==> src/rtl/tx_byte_queue_if.sv <==
// Byte-valid link between a producer, the transmit queue and the UART transmitter.
// The slave modport is the queue itself; the master modport is everything around it.
interface tx_byte_queue_if #(
    parameter int unsigned ADDR_W = 4
);
    logic [7:0]      i_byte;
    logic            i_byte_v;
    logic [7:0]      o_byte;
    logic            o_byte_v;
    logic            i_tx_active;
    logic            i_tx_done;
    logic [ADDR_W:0] o_count;
    logic            o_full;
    logic            o_empty;
    logic            o_overflow;
    logic            o_lost;

    modport slave (
        input  i_byte, i_byte_v, i_tx_active, i_tx_done,
        output o_byte, o_byte_v, o_count, o_full, o_empty, o_overflow, o_lost
    );

    modport master (
        output i_byte, i_byte_v, i_tx_active, i_tx_done,
        input  o_byte, o_byte_v, o_count, o_full, o_empty, o_overflow, o_lost
    );
endinterface

==> src/rtl/tx_byte_queue.sv <==
// Transmit byte queue: buffers single-cycle byte pushes and replays them one at a time
// into a UART transmitter using its DV / active / done handshake.
module tx_byte_queue #(
    parameter int unsigned ADDR_W      = 4,
    parameter int unsigned ACT_TIMEOUT = 15
) (
    input logic           clk,
    input logic           rst,
    tx_byte_queue_if.slave q
);
    localparam int unsigned Depth  = 2 ** ADDR_W;
    localparam int unsigned TimerW = (ACT_TIMEOUT > 0) ? $clog2(ACT_TIMEOUT + 1) : 1;
    localparam logic [ADDR_W:0]   DepthCnt = (ADDR_W + 1)'(Depth);
    localparam logic [TimerW-1:0] TimerMax = TimerW'(ACT_TIMEOUT);

    typedef enum logic [1:0] {StIdle, StWaitAct, StWaitDone, StCooldown} state_e;

    state_e            state_q, state_d;
    logic [ADDR_W-1:0] wr_ptr_q, wr_ptr_d;
    logic [ADDR_W-1:0] rd_ptr_q, rd_ptr_d;
    logic [ADDR_W:0]   count_q, count_d;
    logic              full_q, full_d;
    logic              empty_q, empty_d;
    logic              ovf_q, ovf_d;
    logic              lost_q, lost_d;
    logic [7:0]        byte_q, byte_d;
    logic              byte_v_q, byte_v_d;
    logic [TimerW-1:0] timer_q, timer_d;
    logic [7:0]        mem_q [Depth];

    logic pop;
    logic push_ok;

    always_comb begin
        state_d  = state_q;
        timer_d  = timer_q;
        byte_d   = byte_q;
        byte_v_d = 1'b0;
        lost_d   = 1'b0;
        pop      = 1'b0;

        unique case (state_q)
            StIdle: begin
                // Never launch while the transmitter is busy or still in its done/cleanup cycles.
                if (!empty_q && !q.i_tx_active && !q.i_tx_done) begin
                    pop      = 1'b1;
                    byte_d   = mem_q[rd_ptr_q];
                    byte_v_d = 1'b1;
                    timer_d  = '0;
                    state_d  = StWaitAct;
                end
            end
            StWaitAct: begin
                if (q.i_tx_active) begin
                    state_d = StWaitDone;
                end else if (timer_q == TimerMax) begin
                    lost_d  = 1'b1;
                    state_d = StIdle;
                end else begin
                    timer_d = timer_q + TimerW'(1);
                end
            end
            StWaitDone: begin
                // Active dropping without done still ends the frame.
                if (q.i_tx_done || !q.i_tx_active) begin
                    state_d = StCooldown;
                end
            end
            StCooldown: begin
                if (!q.i_tx_done && !q.i_tx_active) begin
                    state_d = StIdle;
                end
            end
            default: state_d = StIdle;
        endcase

        push_ok  = q.i_byte_v && (!full_q || pop);
        wr_ptr_d = push_ok ? wr_ptr_q + ADDR_W'(1) : wr_ptr_q;
        rd_ptr_d = pop ? rd_ptr_q + ADDR_W'(1) : rd_ptr_q;

        unique case ({push_ok, pop})
            2'b10:   count_d = count_q + (ADDR_W + 1)'(1);
            2'b01:   count_d = count_q - (ADDR_W + 1)'(1);
            default: count_d = count_q;
        endcase

        full_d  = (count_d == DepthCnt);
        empty_d = (count_d == '0);
        ovf_d   = ovf_q | (q.i_byte_v && !push_ok);
    end

    always_ff @(posedge clk) begin
        if (rst) begin
            state_q  <= StIdle;
            wr_ptr_q <= '0;
            rd_ptr_q <= '0;
            count_q  <= '0;
            full_q   <= 1'b0;
            empty_q  <= 1'b1;
            ovf_q    <= 1'b0;
            lost_q   <= 1'b0;
            byte_q   <= 8'h00;
            byte_v_q <= 1'b0;
            timer_q  <= '0;
        end else begin
            state_q  <= state_d;
            wr_ptr_q <= wr_ptr_d;
            rd_ptr_q <= rd_ptr_d;
            count_q  <= count_d;
            full_q   <= full_d;
            empty_q  <= empty_d;
            ovf_q    <= ovf_d;
            lost_q   <= lost_d;
            byte_q   <= byte_d;
            byte_v_q <= byte_v_d;
            timer_q  <= timer_d;
        end
    end

    // Storage is not reset; the pointers alone define what is valid.
    always_ff @(posedge clk) begin
        if (!rst && push_ok) begin
            mem_q[wr_ptr_q] <= q.i_byte;
        end
    end

    assign q.o_byte     = byte_q;
    assign q.o_byte_v   = byte_v_q;
    assign q.o_count    = count_q;
    assign q.o_full     = full_q;
    assign q.o_empty    = empty_q;
    assign q.o_overflow = ovf_q;
    assign q.o_lost     = lost_q;
endmodule
==> src/flat_wrapper.sv <==
// flat-port wrapper written by rule: the top's interface ports become plain ports
module tx_byte_queue_flat 
#(
    parameter int unsigned ADDR_W      = 4,
    parameter int unsigned ACT_TIMEOUT = 15
)
  (clk, rst, q_i_byte, q_i_byte_v, q_i_tx_active, q_i_tx_done, q_o_byte, q_o_byte_v, q_o_count, q_o_full, q_o_empty, q_o_overflow, q_o_lost);
  tx_byte_queue_if #(.ADDR_W(ADDR_W)) q_i ();
  input logic clk;
  input logic rst;
  input wire logic [$bits(q_i.i_byte)-1:0] q_i_byte;
  input wire logic [$bits(q_i.i_byte_v)-1:0] q_i_byte_v;
  input wire logic [$bits(q_i.i_tx_active)-1:0] q_i_tx_active;
  input wire logic [$bits(q_i.i_tx_done)-1:0] q_i_tx_done;
  output wire logic [$bits(q_i.o_byte)-1:0] q_o_byte;
  output wire logic [$bits(q_i.o_byte_v)-1:0] q_o_byte_v;
  output wire logic [$bits(q_i.o_count)-1:0] q_o_count;
  output wire logic [$bits(q_i.o_full)-1:0] q_o_full;
  output wire logic [$bits(q_i.o_empty)-1:0] q_o_empty;
  output wire logic [$bits(q_i.o_overflow)-1:0] q_o_overflow;
  output wire logic [$bits(q_i.o_lost)-1:0] q_o_lost;
  assign q_i.i_byte = q_i_byte;
  assign q_i.i_byte_v = q_i_byte_v;
  assign q_i.i_tx_active = q_i_tx_active;
  assign q_i.i_tx_done = q_i_tx_done;
  assign q_o_byte = q_i.o_byte;
  assign q_o_byte_v = q_i.o_byte_v;
  assign q_o_count = q_i.o_count;
  assign q_o_full = q_i.o_full;
  assign q_o_empty = q_i.o_empty;
  assign q_o_overflow = q_i.o_overflow;
  assign q_o_lost = q_i.o_lost;
  tx_byte_queue #(.ADDR_W(ADDR_W), .ACT_TIMEOUT(ACT_TIMEOUT)) u_core (.clk(clk), .rst(rst), .q(q_i));
endmodule
==> config.mk <==
export PLATFORM = sky130hd
export DESIGN_NAME = tx_byte_queue_flat
export DESIGN_NICKNAME = d
export VERILOG_FILES = /design/src/rtl/tx_byte_queue_if.sv /design/src/rtl/tx_byte_queue.sv /design/src/flat_wrapper.sv
export SDC_FILE = /design/constraint.sdc
export NUM_CORES = 1
export LEC_CHECK = 0
export ABC_AREA = 1
export CORE_UTILIZATION = 50
export CTS_CLUSTER_SIZE = 24
export DETAILED_ROUTE_END_ITERATION = 8
export HOLD_SLACK_MARGIN = 0.12
export PLACE_DENSITY = 0.68
export SLEW_MARGIN = 20
export SYNTH_ARGS = -nofsm -noshare
export SYNTH_HDL_FRONTEND = slang
export SYNTH_SLANG_ARGS = --single-unit
==> constraint.sdc <==
create_clock -name clk -period 4.4 [get_ports clk]
set_input_delay 0.44 -clock clk [delete_from_list [all_inputs] [get_ports clk]]
set_output_delay 0.44 -clock clk [all_outputs]
set_load 0.005 [all_outputs]
# Yosys cells after proc, flatten, opt, wreduce, memory -nomap -nowiden
# Memory sizes are Yosys's and may differ from the RTL's. A register that Yosys moved wholly into a read port is not among the register bits.
# Index checks and enable logic that the tools add are counted.
[word_totals] word_cells=68 regBits=24 out_inout_bits=18 input_bits=13 ramBits=128 mem_count=1
[mem_list] name="u_core.mem_q" depth=16 width=8 read_ports=1 rd_ports_with_merged_regs=1 write_ports=1 line_no="tx_byte_queue.sv:29" rtl="logic [7:0] mem_q [Depth];"
[op_classes] n_addsub=5 eq_ne=13 n_mux=16 reduce_logical=21 bitwise_logic=2
[op_table] operator="4-bit by 1-bit adder with 4-bit output (second input constant)" count=3
[op_table] operator="4-bit two-way mux" count=3
[op_table] operator="2-bit two-way mux" count=5
[op_table] operator="5-bit one-hot mux with 2 select lines" count=1
[op_table] operator="2-bit one-hot mux with 4 select lines" count=1
[op_table] operator="4-bit one-hot mux with 2 select lines" count=1
[op_table] operator="4-bit AND reduction" count=2
[op_table] operator="2-bit equality test (second input constant)" count=3
[op_table] operator="1-bit logical AND" count=6
[op_table] operator="1-bit logical NOT" count=6
[op_table] operator="2-bit by 1-bit inequality test with 1-bit output (second input constant)" count=3
[op_table] operator="5-bit by 1-bit adder with 5-bit output (second input constant)" count=1
[op_table] operator="5-bit equality test (second input constant)" count=1
[op_table] operator="5-bit logical NOT" count=1
[op_table] operator="1-bit two-way mux" count=5
[op_table] operator="5-bit by 1-bit subtractor with 5-bit output (second input constant)" count=1
[op_table] operator="2-bit by 1-bit equality test with 1-bit output (second input constant)" count=2
[op_table] operator="4-bit equality test (second input constant)" count=1
[op_table] operator="2-bit inequality test (second input constant)" count=2
[op_table] operator="3-bit by 2-bit inequality test with 1-bit output (second input constant)" count=1
[op_table] operator="3-bit OR reduction" count=1
[op_table] operator="2-bit logical NOT" count=1
[op_table] operator="1-bit logical OR" count=2
[op_table] operator="2-bit AND reduction" count=1
[op_table] operator="other kinds (3)" count=3

# Longest topological paths before layout
# Gate-level depths: netlist (run 1).
[logic_depth] word_depth=10 depth_mapped=19

# Least setup slack after synthesis (run 1)
# OpenSTA, ideal clock, no wires.
[synth_path] path_type="input port to flip-flop" startpoint="input port q_i_tx_done" endpoint="register u_core.empty_q (netlist: u_core.q.o_empty)" setup_time_ns=0.070 required_ns=4.330 cell_stages=14 path_buffers=0 setup_slack_ns=2.210 arrival_ns=2.120 path_cell_list="nor2_2 > nand4_4 > nand2_1 > nand2_2 > ha_1 > nand2_1 > inv_1 > nor2_1 > ha_1 > mux2i_1 > nand2_1 > nor2_1 > nand3_1 > o21bai_1"
[synth_via] elab_chain_len=9 word_cells_on_any_way=10 classes_between="eq/ne: 2; mux: 3; reduce/logical: 5"
[synth_lines] item="start, declared" line_no="flat_wrapper.sv:14" rtl="input wire logic [$bits(q_i.i_tx_done)-1:0] q_i_tx_done;"
[synth_lines] item="1-bit logical NOT (*)" line_no="tx_byte_queue.sv:45" rtl="if (!empty_q && !q.i_tx_active && !q.i_tx_done) begin"
[synth_lines] item="1-bit logical AND (*)" line_no="tx_byte_queue.sv:45"
[synth_lines] item="1-bit two-way mux (*)" line_no="tx_byte_queue.sv:45"
[synth_lines] item="1-bit two-way mux (*)" line_no="tx_byte_queue.sv:42" rtl="unique case (state_q)"
[synth_lines] item="1-bit logical OR" line_no="tx_byte_queue.sv:77" rtl="push_ok = q.i_byte_v && (!full_q || pop);"
[synth_lines] item="1-bit logical AND" line_no="tx_byte_queue.sv:77"
[synth_lines] item="2-bit by 1-bit equality test with 1-bit output / 2-bit equality test (equally long branches)" line_no="tx_byte_queue.sv:81" rtl="unique case ({push_ok, pop})"
[synth_lines] item="5-bit one-hot mux with 2 select lines (*)" line_no="tx_byte_queue.sv:81"
[synth_lines] item="5-bit logical NOT (*)" line_no="tx_byte_queue.sv:88" rtl="empty_d = (count_d == '0);"
[synth_lines] item="end signal, assigned" line_no="tx_byte_queue.sv:111" rtl="empty_q <= empty_d;"
[synth_lines] item="end, declared" line_no="tx_byte_queue.sv:23" rtl="logic empty_q, empty_d;"
# Mark *: on every way between the ends. The rest lies on a longest branch, timed or not.
# A chain may end at the register's enable or synchronous reset.

# Worst setup path in the final report (run 1)
[layout_path] startpoint="input port q_i_tx_active" endpoint="register u_core.empty_q (netlist: u_core.q.o_empty)"
[layout_via] elab_chain_len=10 word_cells_on_any_way=11 classes_between="eq/ne: 2; mux: 3; reduce/logical: 6"
[layout_lines] item="start, declared" line_no="flat_wrapper.sv:13" rtl="input wire logic [$bits(q_i.i_tx_active)-1:0] q_i_tx_active;"
[layout_lines] item="1-bit logical NOT (*)" line_no="tx_byte_queue.sv:45"
[layout_lines] item="1-bit logical AND (*) (2 in a row)" line_no="tx_byte_queue.sv:45"
[layout_lines] item="1-bit two-way mux (*)" line_no="tx_byte_queue.sv:45"
[layout_lines] item="1-bit two-way mux (*)" line_no="tx_byte_queue.sv:42"
[layout_lines] item="1-bit logical OR" line_no="tx_byte_queue.sv:77"
[layout_lines] item="1-bit logical AND" line_no="tx_byte_queue.sv:77"
[layout_lines] item="2-bit by 1-bit equality test with 1-bit output / 2-bit equality test (equally long branches)" line_no="tx_byte_queue.sv:81"
[layout_lines] item="5-bit one-hot mux with 2 select lines (*)" line_no="tx_byte_queue.sv:81"
[layout_lines] item="5-bit logical NOT (*)" line_no="tx_byte_queue.sv:88"
# Marked as above.

==> flow_summary.toml, run 1 <==
[status]
outcome = "finished clean"

[critical_path]
cpPeakStageDelay_ns = 0.46
path_buf_inv = 3
endpoint_kind = "flop"
r2r_slack_ns = 2.00
cp_cell_sequence = "clkdlybuf4s50_1 > nor2_2 > nand4_4 > nand2_1 > nand2_2 > ha_1 > nand2_1 > inv_1 > nor2_1 > ha_1 > inv_1 > nand2_1 > nand2_1 > nand3_1 > nand2_1 > nor2_1 > nand3_1 > o21bai_1"
path_class = "primary input to flop"
cp-start-kind = "primary input"
worstPathRequired_ns = 4.75
crit_family = "simple AND/OR/NAND/NOR gates"
cpMaxStageDelayCell = "clkdlybuf4s50_1"
cpMostUsedCell = "nand2_1"
crit_fanout = 8
crit_arrival_ns = 2.89

[logic_synthesis]
synth_top_family_by_area = "simple AND/OR/NAND/NOR gates"
syn_area_um2 = 6686
yosys.area_share.simple_pct = 15.44
yosysSeqAreaShare_pct = 67.07
synth_mux_area_share_pct = 0.1497
async_flop_share_pct = 0
synth_top_area_share_pct = 57.49
synth.area.top_cells = "edfxtp_1 57%, dfxtp_1 9.6%, o21ai_0 6.1%"
synth_fp_nets = 646
ys_ff_latch = 160
synth-edff-count = 128
yosysUniqueCellTypes = 32
yosys.area.top_type = "edfxtp_1"
yosys_warnings = 0
synthCells = 623
synth-compound-area-share_pct = 10.10
synthAdderAreaFrac_pct = 1.871
synthXorXnorAreaFrac_pct = 0.5240
synth-main-ff-cell = "edfxtp_1"
syn_avg_cell_area_um2 = 10.73

[clock_network]
cts_sinks = 160
clkLatencyLatePin_ns = 0.42
post_cts_buffers = 0
path_clk_slew_ns = 0.06
cts_resized = 0
ctsHtreeMaxLevel = 4
clock_path_buffers = 2
cts_root_buf = "clkbuf_16"
cts_tree = "yes"
holdBufCountCts = 0
cts_buffers = 17

[detailed_routing]
drt_iter0_markers = 449
wirelength_mm = 14.58
wl_per_cell_um = 17.57
drtAntennaViolNets = 0
drc = 0
avgViaCountPerCell = 5.470
via_count = 4540
drtPass1Iterations = 5

[floorplanning]
io_pins = 31
rows = 41
die_area_um2 = 13840
dieWidth_um = 117.6
initial_core_util_pct = 52.14
coreArea_um2 = 12820
fp.dieH_um = 117.6

[timing]
finalSetupViolations = 0
clock.fmax_mhz = 392.6
slew_violations = 0
setup_tns_ns = 0
timing.final.crit_share_pct = 57.89
rsz0062_at_grt = "false"
slew_headroom_pct = 35.92
worstMarginPinSlew_ns = 0.9576
hold_violations = 0
finalCriticalPeriod_ns = 2.547
skew_ns = 0.008183

[finish]
fill_cells = 1051
diodes = 0
syn_to_final_growth_pct = 13.68
final_common_cell = "edfxtp_1"
layout_common_cells = "128 x edfxtp_1, 103 x nor2_1, 96 x nand2_1"
final_nets = 670
final_area_um2 = 7601
drive_above_1_share_pct = 5.927

[power]
leakage_nw = 2.671
ir_drop_mv = 0.2889
p_per_area_nw_per_um2 = 451.8

[global_route]
gr-total-overflow = 0
antenna_found_initial = 0
grt_use_total_pct = 21.93
grt_pass1_wl_mm = 22.99
grt_max_degree = 60
grt_pass1_vias = 4345

[flow_run]
maxCapViolations = 0

[place]
gp_congestion = 0.8038
portBuffers = 30
place_area_um2 = 7049
place_hpwl_mm = 9.136

[hold_path]
hold_class = "flop to flop"
## cell usage after synthesis (5+ instances only)
master / instances
edfxtp_1: 128
nor2_1: 103
nand2_1: 96
o21ai_0: 82
nand3_1: 38
inv_1: 34
dfxtp_1: 32
a21oi_1: 24
o21ai_1: 17
ha_1: 10
buf_2: 9
clkbuf_1: 6
o211ai_1: 5
## cell families after synthesis
family,count (synthesis)
adder cells (fa/ha/maj),10
buffers and inverters,67
AND/OR/NAND/NOR,250
flip-flops,160
AO/OA/AOI/OAI,131
XOR/XNOR,4
multiplexers,1
## report_power, final
group	internal, W	total (W)	switching [W]
sequential	0.00167	0.00171	0.0000326
combinational	0.000120	0.000341	0.000222
clock	0.000827	0.00139	0.000560
## worst reg2reg max path, delay by kind of cell (launching register included)
kind                     cells  cell delay, ns
flip-flops                   1            0.31
AND/OR/NAND/NOR             11            1.14
buffers and inverters        3            0.26
adder cells (fa/ha/maj)      2            0.48
AO/OA/AOI/OAI                1            0.14
## flip-flops by register name, indices dropped and copies added, names as in the netlist, named ones only
name,count
u_core.mem_q,128
u_core.q.o_full,1
u_core.q.o_lost,1
u_core.wr_ptr_q,4
u_core.q.o_byte,8
u_core.q.o_overflow,1
u_core.q.o_count,5
u_core.q.o_byte_v,1
u_core.timer_q,4
u_core.state_q,1
u_core.q.o_empty,1
u_core.rd_ptr_q,4
## worst paths after layout
kind	startpoint	end	cells after the start
min reg2reg	u_core.q.o_byte[5]	u_core.q.o_byte[5]	2
min	u_core.q.o_byte[5]	u_core.q.o_byte[5]	2
max reg2reg	u_core.state_q[0]	u_core.q.o_empty	17
max	q_i_tx_active	u_core.q.o_empty	18
## routing by layer
| metal | vias up | global-route usage [%] | part of all wire (%) |
|---|---|---|---|
| li1 | 2200 | - | - |
| met1 | 2183 | 29.83 | 44 |
| met2 | 136 | 34.49 | 49 |
| met3 | 21 | 4.167 | 5.7 |
| met4 | 0 | 9.295 | 1.7 |
| met5 | - | 0 | 0 |
## final cells by class
| cell class | instances | area (µm²) | area share [%] |
|---|---|---|---|
| multi-input cells | 396 | 1878 | 24.71 |
| inverters | 40 | 155.1 | 2.041 |
| repair buffers | 32 | 315.3 | 4.148 |
| clock buffers | 20 | 436.7 | 5.745 |
| flip-flops and latches | 160 | 4486 | 59.01 |
| well taps | 172 | 215.2 | 2.831 |
| clock inverters | 10 | 115.1 | 1.514 |
## per-stage QoR
step | power [W] | utilization (%) | setup WS (ns) | std cells | hold slack [ns]
after floorplan | 0.001963 | - | 2.210 | 623 | 0.4466
after global placement | 0.002067 | 54.97 | 1.586 | 800 | 0.4399
after detailed placement | 0.002076 | 54.97 | 1.455 | 800 | 0.4447
after CTS | 0.003455 | 59.27 | 1.884 | 830 | 0.4566
after global routing | 0.003556 | 59.27 | 1.618 | 830 | 0.4722
final | 0.003434 | 59.27 | 1.853 | 830 | 0.4515
(Power assumes the default switching activity.)
==> run 2: changes to the inputs <==
PLACE_DENSITY = 0.71   (was 0.68)
clock period = 2.1 ns   (was 4.4 ns; I/O delays follow)
==> run 2 against run 1 <==
First-iteration DRC count rose by 4.5%; register-to-register slack worse by 1.9 ns; clock-buffer cell count increased by 6; final area up 5.9%; via count is 5.0% higher; clock skew down 0.0029 ns; sequential share of layout area decreased by 3.2 points; total power is 120% higher; die area did not move.
==> flow_summary.toml, run 2 (same netlist as run 1, synthesis figures left out) <==
[status]
outcome = "finished clean"

[global_route]
grt_max_degree = 60
antenna_found_initial = 0
grt_pass1_vias = 4460
grt_use_total_pct = 21.77
grt_pass1_wl_mm = 23.09
gr-total-overflow = 0

[clock_network]
clkLatencyLatePin_ns = 0.42
path_clk_slew_ns = 0.06
cts_sinks = 160
clock_path_buffers = 2
cts_tree = "yes"
cts_root_buf = "clkbuf_16"
cts_buffers = 17
holdBufCountCts = 0
ctsHtreeMaxLevel = 4

[place]
place_ws_ns = -0.4186
place_area_um2 = 7367
gp_congestion = 0.9042
portBuffers = 30
place_hpwl_mm = 9.325

[detailed_routing]
via_count = 4766
drtAntennaViolNets = 0
wl_per_cell_um = 16.74
drt_iter0_markers = 469
top_layer_used = "met4"
avgViaCountPerCell = 5.459
wirelength_mm = 14.62
drtPass1Iterations = 5
wl_met2_mm = 6.903
m1WireLength_mm = 6.461
drc = 0
met3_length_um = 918

[critical_path]
crit_fanout = 5
rr_worst_depth = 17
cpMaxStageDelayCell = "dfxtp_2"
worstPathRequired_ns = 2.45
cp_cell_sequence = "inv_2 > nand4_4 > nand2_2 > nand2_2 > ha_4 > nand2_2 > inv_2 > nor2_4 > ha_4 > inv_1 > nand2_2 > inv_1 > nand2_1 > nand3_2 > buf_4 > buf_4 > a21oi_1"
cpMostUsedCell = "nand2_2"
cp-start-kind = "flop"
path_class = "flop to flop"
cpPeakStageDelay_ns = 0.33
endpoint_kind = "flop"
crit_arrival_ns = 2.39

[timing]
setup_tns_ns = 0
finalCriticalPeriod_ns = 2.040
slew_headroom_pct = 58.27
hold_violations = 0
finalSetupViolations = 0
setup_slack_ns = 0.06017
clock.fmax_mhz = 490.2
slew_violations = 0
skew_ns = 0.005295
worstMarginPinSlew_ns = 0.6240
timing.final.crit_share_pct = 97.13

[finish]
fill_cells = 983
final_nets = 711
final_common_cell = "edfxtp_1"
final_area_um2 = 8048
drive_above_1_share_pct = 14.27
post-route-util_pct = 62.75
syn_to_final_growth_pct = 20.36
largest_reg_flops = 128
layout_common_cells = "128 x edfxtp_1, 100 x nor2_1, 92 x nand2_1"
diodes = 0
regMostFlops = "u_core.mem_q"

[power]
leakage_nw = 2.914
switching_share_pct = 23.03
ir_drop_mv = 0.5117
finalPower_w = 0.007399
p_per_area_nw_per_um2 = 919.4
p_switching_w = 0.001704
power_frac_seq_pct = 48.4
power.internal_w = 0.005695
pwr-share-clk_pct = 40.1
combPwrFrac_pct = 11.6

[hold_path]
hold_class = "primary input to flop"
hold_depth = 4

[flow_run]
maxCapViolations = 0

[floorplanning]
io_pins = 31
dieWidth_um = 117.6
initial_core_util_pct = 52.14
fp.dieH_um = 117.6
coreArea_um2 = 12820
die_area_um2 = 13840
rows = 41
[run 2: changes by cell type in the layout (fill, tap and decap cells not counted), sizes merged]
cell,change
clkbuf,+6
inv,-1
dlymetal6s2s,+2
clkinv,-2
clkinvlp,-1
clkdlybuf4s50,-2
buf,+41
[run 2: timing repair]
action	CTS	global route
setup endpoints to repair	3	4
gates resized for setup	2	26
buffers inserted	0	2
pin swaps	0	11
[run 2: critical path: cells and delay by family, from the launching register on]
kind / cells / cell delay (ns)
adders and majority gates: 2 / 0.33
buffers and inverters: 6 / 0.47
AOI/OAI and AO/OA: 1 / 0.10
and+or+nand+nor: 8 / 0.73
DFF: 1 / 0.33
[run 2: metrics by stage]
step | std cells | hold slack (ns)
detailed placement | 839 | 0.4402
floorplan | 623 | 0.2885
CTS | 871 | 0.4143
global route | 873 | 0.2593
finish | 873 | 0.2450
global placement | 839 | 0.4369
[run 2: routing by layer]
metal | GRT usage, % | up-vias
li1 | - | 2281
met1 | 29.88 | 2276
met4 | 8.413 | 0
met2 | 33.82 | 177
met3 | 4.797 | 32
met5 | 0 | -
[run 2: final timing paths]
check	start	to	slack, ns
worst min register to register	u_core.q.o_overflow	u_core.q.o_overflow	0.45
worst min-delay path	q_i_tx_active	flop	0.25
worst max register to register	flop	u_core.q.o_count[2]	0.06
worst max-delay path	flop	u_core.q.o_count[2]	0.06
[run 2: power by group through the flow]
stage                     logic (W)  clock network (W)  registers, W
final                      0.000856            0.00296       0.00358
after global routing       0.000945            0.00314       0.00358
after detailed placement   0.000802                  0       0.00363
after global placement     0.000771                  0       0.00362
after floorplan            0.000494                  0       0.00362
after CTS                  0.000806            0.00301       0.00356
[run 2: final cells by class]
class	instances	area (µm²)	share of cell area, %
timing repair buffer	73	653.1	8.116
clock buffer	26	489.2	6.079
sequential	160	4489	55.78
clock inverter	6	85.08	1.057
inverter	40	155.1	1.928
tap	172	215.2	2.674
multi-input combinational	396	1961	24.36
